`src/rtl/menu_pkg.sv`:
```
// Shared types and default timing for the menu push-button front end.
package menu_pkg;

  typedef enum logic [1:0] {
    IDLE,
    HOLD,
    REPEAT
  } repeat_state_t;

  localparam int CLK_FREQ_HZ          = 65_000_000;
  localparam int DEBOUNCE_CYCLES_DFLT = 650_000;     // 10 ms
  localparam int HOLD_CYCLES_DFLT     = 32_500_000;  // 0.5 s
  localparam int REPEAT_CYCLES_DFLT   = 13_000_000;  // 0.2 s

  function automatic int max_int(input int a, input int b);
    return (a > b) ? a : b;
  endfunction

endpackage

```
`src/rtl/button_debounce.sv`:
```
// One raw button: 2-FF synchroniser, counter debouncer, stable level and a
// registered one-cycle press event on the stable 0->1 transition.
module button_debounce
  import menu_pkg::*;
#(
  parameter int DEBOUNCE_CYCLES = DEBOUNCE_CYCLES_DFLT
) (
  input  logic clk,
  input  logic rst,
  input  logic btn_i,
  output logic stable_o,
  output logic press_o
);

  localparam int CNT_W = (DEBOUNCE_CYCLES > 1) ? $clog2(DEBOUNCE_CYCLES) : 1;

  logic             meta_q;
  logic             sync_q;
  logic             stable_q, stable_d;
  logic             press_q, press_d;
  logic [CNT_W-1:0] cnt_q, cnt_d;

  always_ff @(posedge clk or negedge rst) begin
    if (!rst) begin
      meta_q   <= 1'b0;
      sync_q   <= 1'b0;
      stable_q <= 1'b0;
      press_q  <= 1'b0;
      cnt_q    <= '0;
    end else begin
      meta_q   <= btn_i;
      sync_q   <= meta_q;
      stable_q <= stable_d;
      press_q  <= press_d;
      cnt_q    <= cnt_d;
    end
  end

  // Any sample agreeing with the stable level restarts the count, so bounces
  // never accumulate towards a level change.
  always_comb begin
    stable_d = stable_q;
    press_d  = 1'b0;
    cnt_d    = '0;
    if (sync_q != stable_q) begin
      if (cnt_q == CNT_W'(DEBOUNCE_CYCLES - 1)) begin
        stable_d = ~stable_q;
        press_d  = ~stable_q;
      end else begin
        cnt_d = cnt_q + 1'b1;
      end
    end
  end

  assign stable_o = stable_q;
  assign press_o  = press_q;

endmodule

```
`src/rtl/menu_input_ctrl.sv`:
```
// Menu button front end: three debounced buttons, hold/auto-repeat for up and
// down, and a select > up > down arbiter producing registered one-cycle commands.
module menu_input_ctrl
  import menu_pkg::*;
#(
  parameter int DEBOUNCE_CYCLES = DEBOUNCE_CYCLES_DFLT,
  parameter int HOLD_CYCLES     = HOLD_CYCLES_DFLT,
  parameter int REPEAT_CYCLES   = REPEAT_CYCLES_DFLT
) (
  input  logic clk,
  input  logic rst,
  input  logic btn_up,
  input  logic btn_down,
  input  logic btn_sel,
  input  logic menu_active,
  output logic top,
  output logic bottom,
  output logic select
);

  localparam int RPT_MAX = max_int(HOLD_CYCLES, REPEAT_CYCLES);
  localparam int RPT_W   = (RPT_MAX > 1) ? $clog2(RPT_MAX) : 1;

  // Channel 0 is up, channel 1 is down.
  logic [1:0] stable;
  logic [1:0] press;
  logic       sel_stable;
  logic       sel_press;

  button_debounce #(.DEBOUNCE_CYCLES(DEBOUNCE_CYCLES)) u_up (
    .clk      (clk),
    .rst      (rst),
    .btn_i    (btn_up),
    .stable_o (stable[0]),
    .press_o  (press[0])
  );

  button_debounce #(.DEBOUNCE_CYCLES(DEBOUNCE_CYCLES)) u_down (
    .clk      (clk),
    .rst      (rst),
    .btn_i    (btn_down),
    .stable_o (stable[1]),
    .press_o  (press[1])
  );

  button_debounce #(.DEBOUNCE_CYCLES(DEBOUNCE_CYCLES)) u_sel (
    .clk      (clk),
    .rst      (rst),
    .btn_i    (btn_sel),
    .stable_o (sel_stable),
    .press_o  (sel_press)
  );

  repeat_state_t    state_q [2];
  repeat_state_t    state_d [2];
  logic [RPT_W-1:0] rcnt_q  [2];
  logic [RPT_W-1:0] rcnt_d  [2];
  logic [1:0]       req;
  logic             req_sel;
  logic             top_q, top_d;
  logic             bottom_q, bottom_d;
  logic             select_q, select_d;

  always_ff @(posedge clk or negedge rst) begin
    if (!rst) begin
      for (int i = 0; i < 2; i++) begin
        state_q[i] <= IDLE;
        rcnt_q[i]  <= '0;
      end
      top_q    <= 1'b0;
      bottom_q <= 1'b0;
      select_q <= 1'b0;
    end else begin
      for (int i = 0; i < 2; i++) begin
        state_q[i] <= state_d[i];
        rcnt_q[i]  <= rcnt_d[i];
      end
      top_q    <= top_d;
      bottom_q <= bottom_d;
      select_q <= select_d;
    end
  end

  // The repeat FSMs run independently of arbitration; a lost request is
  // simply gone and the cadence continues.
  always_comb begin
    for (int i = 0; i < 2; i++) begin
      state_d[i] = state_q[i];
      rcnt_d[i]  = rcnt_q[i];
      req[i]     = 1'b0;
      if (!menu_active) begin
        state_d[i] = IDLE;
        rcnt_d[i]  = '0;
      end else begin
        unique case (state_q[i])
          IDLE: begin
            if (press[i]) begin
              req[i]     = 1'b1;
              state_d[i] = HOLD;
              rcnt_d[i]  = '0;
            end
          end
          HOLD: begin
            if (!stable[i]) begin
              state_d[i] = IDLE;
              rcnt_d[i]  = '0;
            end else if (rcnt_q[i] == RPT_W'(HOLD_CYCLES - 1)) begin
              req[i]     = 1'b1;
              state_d[i] = REPEAT;
              rcnt_d[i]  = '0;
            end else begin
              rcnt_d[i] = rcnt_q[i] + 1'b1;
            end
          end
          REPEAT: begin
            if (!stable[i]) begin
              state_d[i] = IDLE;
              rcnt_d[i]  = '0;
            end else if (rcnt_q[i] == RPT_W'(REPEAT_CYCLES - 1)) begin
              req[i]    = 1'b1;
              rcnt_d[i] = '0;
            end else begin
              rcnt_d[i] = rcnt_q[i] + 1'b1;
            end
          end
          default: begin
            state_d[i] = IDLE;
            rcnt_d[i]  = '0;
          end
        endcase
      end
    end
  end

  always_comb begin
    req_sel  = menu_active & sel_press & sel_stable;
    select_d = req_sel;
    top_d    = req[0] & ~req_sel;
    bottom_d = req[1] & ~req_sel & ~req[0];
  end

  assign top    = top_q;
  assign bottom = bottom_q;
  assign select = select_q;

endmodule

```
`config.mk`:
```
export PLATFORM = sky130hd
export DESIGN_NAME = menu_input_ctrl
export DESIGN_NICKNAME = d
export VERILOG_FILES = /design/src/rtl/menu_pkg.sv /design/src/rtl/button_debounce.sv /design/src/rtl/menu_input_ctrl.sv
export SDC_FILE = /design/constraint.sdc
export NUM_CORES = 1
export LEC_CHECK = 0
export CAP_MARGIN = 40
export CELL_PAD_IN_SITES_DETAIL_PLACEMENT = 0
export CELL_PAD_IN_SITES_GLOBAL_PLACEMENT = 2
export CORE_MARGIN = 5
export CORE_UTILIZATION = 41
export CTS_CLUSTER_DIAMETER = 60
export DETAILED_ROUTE_END_ITERATION = 16
export HOLD_SLACK_MARGIN = 0.1
export PLACE_DENSITY_LB_ADDON = 0.1
export SKIP_LAST_GASP = 1
export SYNTH_ARGS = -nofsm -noshare
export SYNTH_HDL_FRONTEND = slang
export SYNTH_SLANG_ARGS = --single-unit
```
`constraint.sdc`:
```
create_clock -name clk -period 2.7 [get_ports clk]
set_input_delay 0.27 -clock clk [delete_from_list [all_inputs] [get_ports clk]]
set_output_delay 0.27 -clock clk [all_outputs]
set_load 0.005 [all_outputs]
```
==> summary.md <==
| Metric | Value |
|---|---|
| Port buffer count | 8 |
| YS warnings | 0 |
| Final instance area | 7780 um^2 |
| FP Rows | 47 |
| CTS Buf Count | 17 |
| DIE WIDTH | 139 um |
| Synth top cells by count | dfrtp_1, nor2_1, nand2_1 |
| Setup repair bufs after CTS | 0 |
| Distinct cells, synth | 62 |
| Placed instance area | 7180 um^2 |
| CP Launch Type | flip-flop |
| Clock transition at the registers of the reported paths | 0.06 ns |
| Skew-Pair Late Insertion Delay | 0.41 ns |
| Synth-to-Final Area Change | 14.6% |
| Tmin final | 2.59 ns |
| Fill cells | 1566 |
| Vias in the first global route | 5233 |
| Post-route clock period utilization | 95.9% |
| Final wirelength | 15.4 mm |
| Initial DRT Pass Iterations | 5 |
| Core region area | 16400 um^2 |
| Slew @ Worst Pin | 0.689 ns |
| Max Buffers Root-to-Sink | 2 |
| RSZ-0062 raised after global routing | false |
| Setup TNS | 0 ns |
| VDD IR max | 0.000421 V |
| First-pass GRT wire length | 26.4 mm |
| Pwr dens | 570 nW/um^2 |
| Final #Nets | 755 |
| Dpl ws | 0.110 ns |
| DRC | 0 |
| Largest net degree at the start of global routing | 68 |
| # setup viols final | 0 |
| Starting density of the core | 41.4% |
| CTS root buffer | clkbuf_16 |
| Antenna diodes | 0 |
| Synth top area share | 47.5% |
| Max Fclk | 0.386 GHz |
| Initial antenna violation count | 0 |
| Worst Path Max Fanout | 9 |
| Most common cell in the netlist | dfrtp_1 |
| Number of flops mapped to enable cells by yosys | 0 |
| Status | complete, no violations |
| Via/cell ratio | 5.50 |
| CTS tree | yes |
| Die Ht | 139 um |
| DR vias | 5327 |
| Yosys reg bits | 129 |
| Slew Limit Fails | 0 |
| Num ports | 9 |
| GPL Wtd Cong | 0.821 |
| Post-Syn Area per Cell | 9.56 um^2 |
| Synthesized cell area | 6790 um^2 |
| Syn nets | 730 |
| Slew margin rel. | 54.1% |
| Part of the Yosys area used for sequential elements | 47.5% |
| Syn Inst Count | 710 |
| Asr flop ratio synth | 100% |
| ANT nets after route | 0 |
| Setup ws final | 0.112 ns |
| CP Class | reg2reg |
| Hold Crit Class | in2reg |
| Remaining Overflow, GRT | 0 |
| Endpoints failing hold | 0 |
| Dpl hpwl | 10.3 mm |
| Static Leak | 3.27 nW |
| H-tree levels | 4 |
| CP Data Arrival Time | 2.89 ns |
| Routed len/inst | 15.9 um |
| First DRT Iteration DRCs | 317 |
| Clk_skew | 0.00733 ns |
| Endpoint class of the critical path | flip-flop |
| Total track usage | 16.6% |
| Share of layout cells above drive strength 1 | 9.89% |
| Synth top area cells | dfrtp_1, xor2_1, nor2_1 |
| Top_reg_cell synth | dfrtp_1 |
| Die Area | 19200 um^2 |
| Required @ worst endpoint | 3.00 ns |
| Area leader, netlist | dfrtp_1 |
| Max-Cap Viols | 0 |
| CTS Sinks | 129 |
-- report_power, final --
group / total (mW) / internal, mW / leakage [nW] / switching, mW
sequential: 1.96 / 1.95 / 1.78 / 0.0131
clock: 2.32 / 1.47 / 0.294 / 0.852
combinational: 0.155 / 0.0450 / 1.20 / 0.110
total: 4.44 / 3.47 / 3.27 / 0.975
-- cell type report --
class / instances / area, um^2 / share of cell area, %
Multi-Input combinational cell: 540 / 3360 / 43.1
Sequential cell: 129 / 3230 / 41.5
Clock buffer: 21 / 450 / 5.79
Tap cell: 220 / 275 / 3.54
Timing Repair Buffer: 29 / 267 / 3.42
Clock inverter: 11 / 138 / 1.77
Inverter: 18 / 67.6 / 0.868
-- worst paths after layout --
| kind | start | to | slack [ns] | cells past startpoint |
|---|---|---|---|---|
| setup / recovery | rcnt_q[12] | rcnt_q[4] | 0.11 | 7 |
| hold reg to reg | u_down.meta_q | u_down.sync_q | 0.36 | 0 |
| setup reg to reg | rcnt_q[12] | rcnt_q[4] | 0.11 | 7 |
| max in group asynchronous | rst | u_sel.sync_q | 1.56 | 3 |
| min in group asynchronous | rst | rcnt_q[42] | 0.44 | 2 |
| hold / removal | btn_up | u_up.meta_q | 0.29 | 1 |
-- cell families (layout without fill, tap and decap cells) --
logic type | Yosys count | after routing | share of synthesized area [%]
compound gates | 107 | 107 | 10.5
xor+xnor | 57 | 57 | 7.35
fa+ha+maj | 14 | 14 | 2.58
buf+inv | 41 | 79 | 3.11
flops | 129 | 129 | 47.5
mux | 10 | 10 | 1.53
simple gates | 352 | 352 | 27.4
-- worst max-delay path: stages (launching register included) --
cell	delay, ns
dfrtp_1	0.38
or4b_1	0.51
or4_4	0.56
o31ai_4	0.39
a21o_4	0.22
buf_4	0.17
o21ai_1	0.07
a21o_1	0.19
-- layer usage --
metal | vias up | part of all wire (%) | GRT usage, %
li1 | 2615 | - | -
met1 | 2634 | 52 | 23.6
met2 | 66 | 45 | 25.4
met3 | 12 | 2.4 | 3.66
met4 | 0 | 1.0 | 5.10
met5 | - | 0 | 0
-- registers in the layout (all words and copies together) (netlist names) --
register / flops
u_up.sync_q: 1
u_down.stable_o: 1
rcnt_q: 50
u_down.press_o: 1
u_down.cnt_q: 20
top: 1
u_up.meta_q: 1
u_sel.meta_q: 1
u_down.meta_q: 1
u_up.cnt_q: 20
u_up.press_o: 1
u_sel.press_o: 1
u_sel.cnt_q: 20
select: 1
bottom: 1
u_sel.stable_o: 1
u_up.stable_o: 1
state_q: 4
u_sel.sync_q: 1
u_down.sync_q: 1
-- cell usage in the layout, fill, tap and decap left out, types with 5 or more instances in the layout --
cell type / count
a21o_1: 8
a21oi_1: 21
nand2b_1: 9
clkinv_2: 6
nor2b_1: 5
nand3_1: 57
nor4_1: 16
nand4_1: 14
o21ai_0: 20
nand2_1: 72
xor2_1: 37
a31oi_1: 20
clkbuf_16: 17
nor3_1: 9
nor4b_1: 11
inv_1: 18
xnor2_1: 20
dfrtp_1: 129
ha_1: 14
mux2i_1: 7
nor4bb_1: 5
clkdlybuf4s50_1: 7
buf_4: 18
and3_1: 30
nor2_1: 82
nor3b_1: 5
and4_1: 13
-- stage by stage --
stage	hold slack [ns]	utilization, %	power, mW	instances
6_report	0.295	47.4	4.44	968
5_1_grt	0.282	47.4	4.61	968
4_1_cts	0.279	47.4	4.51	968
3_5_place_dp	0.330	43.8	2.16	935
3_3_place_gp	0.321	43.8	2.15	935
2_1_floorplan	-0.0256	-	2.07	710
-- timing repair --
item                       CTS  global route
resized for setup            0             1
hold endpoints to repair    65             0
setup endpoints to repair    0             2
hold buffers                 1             0
Power figures use the tool's default switching activity.
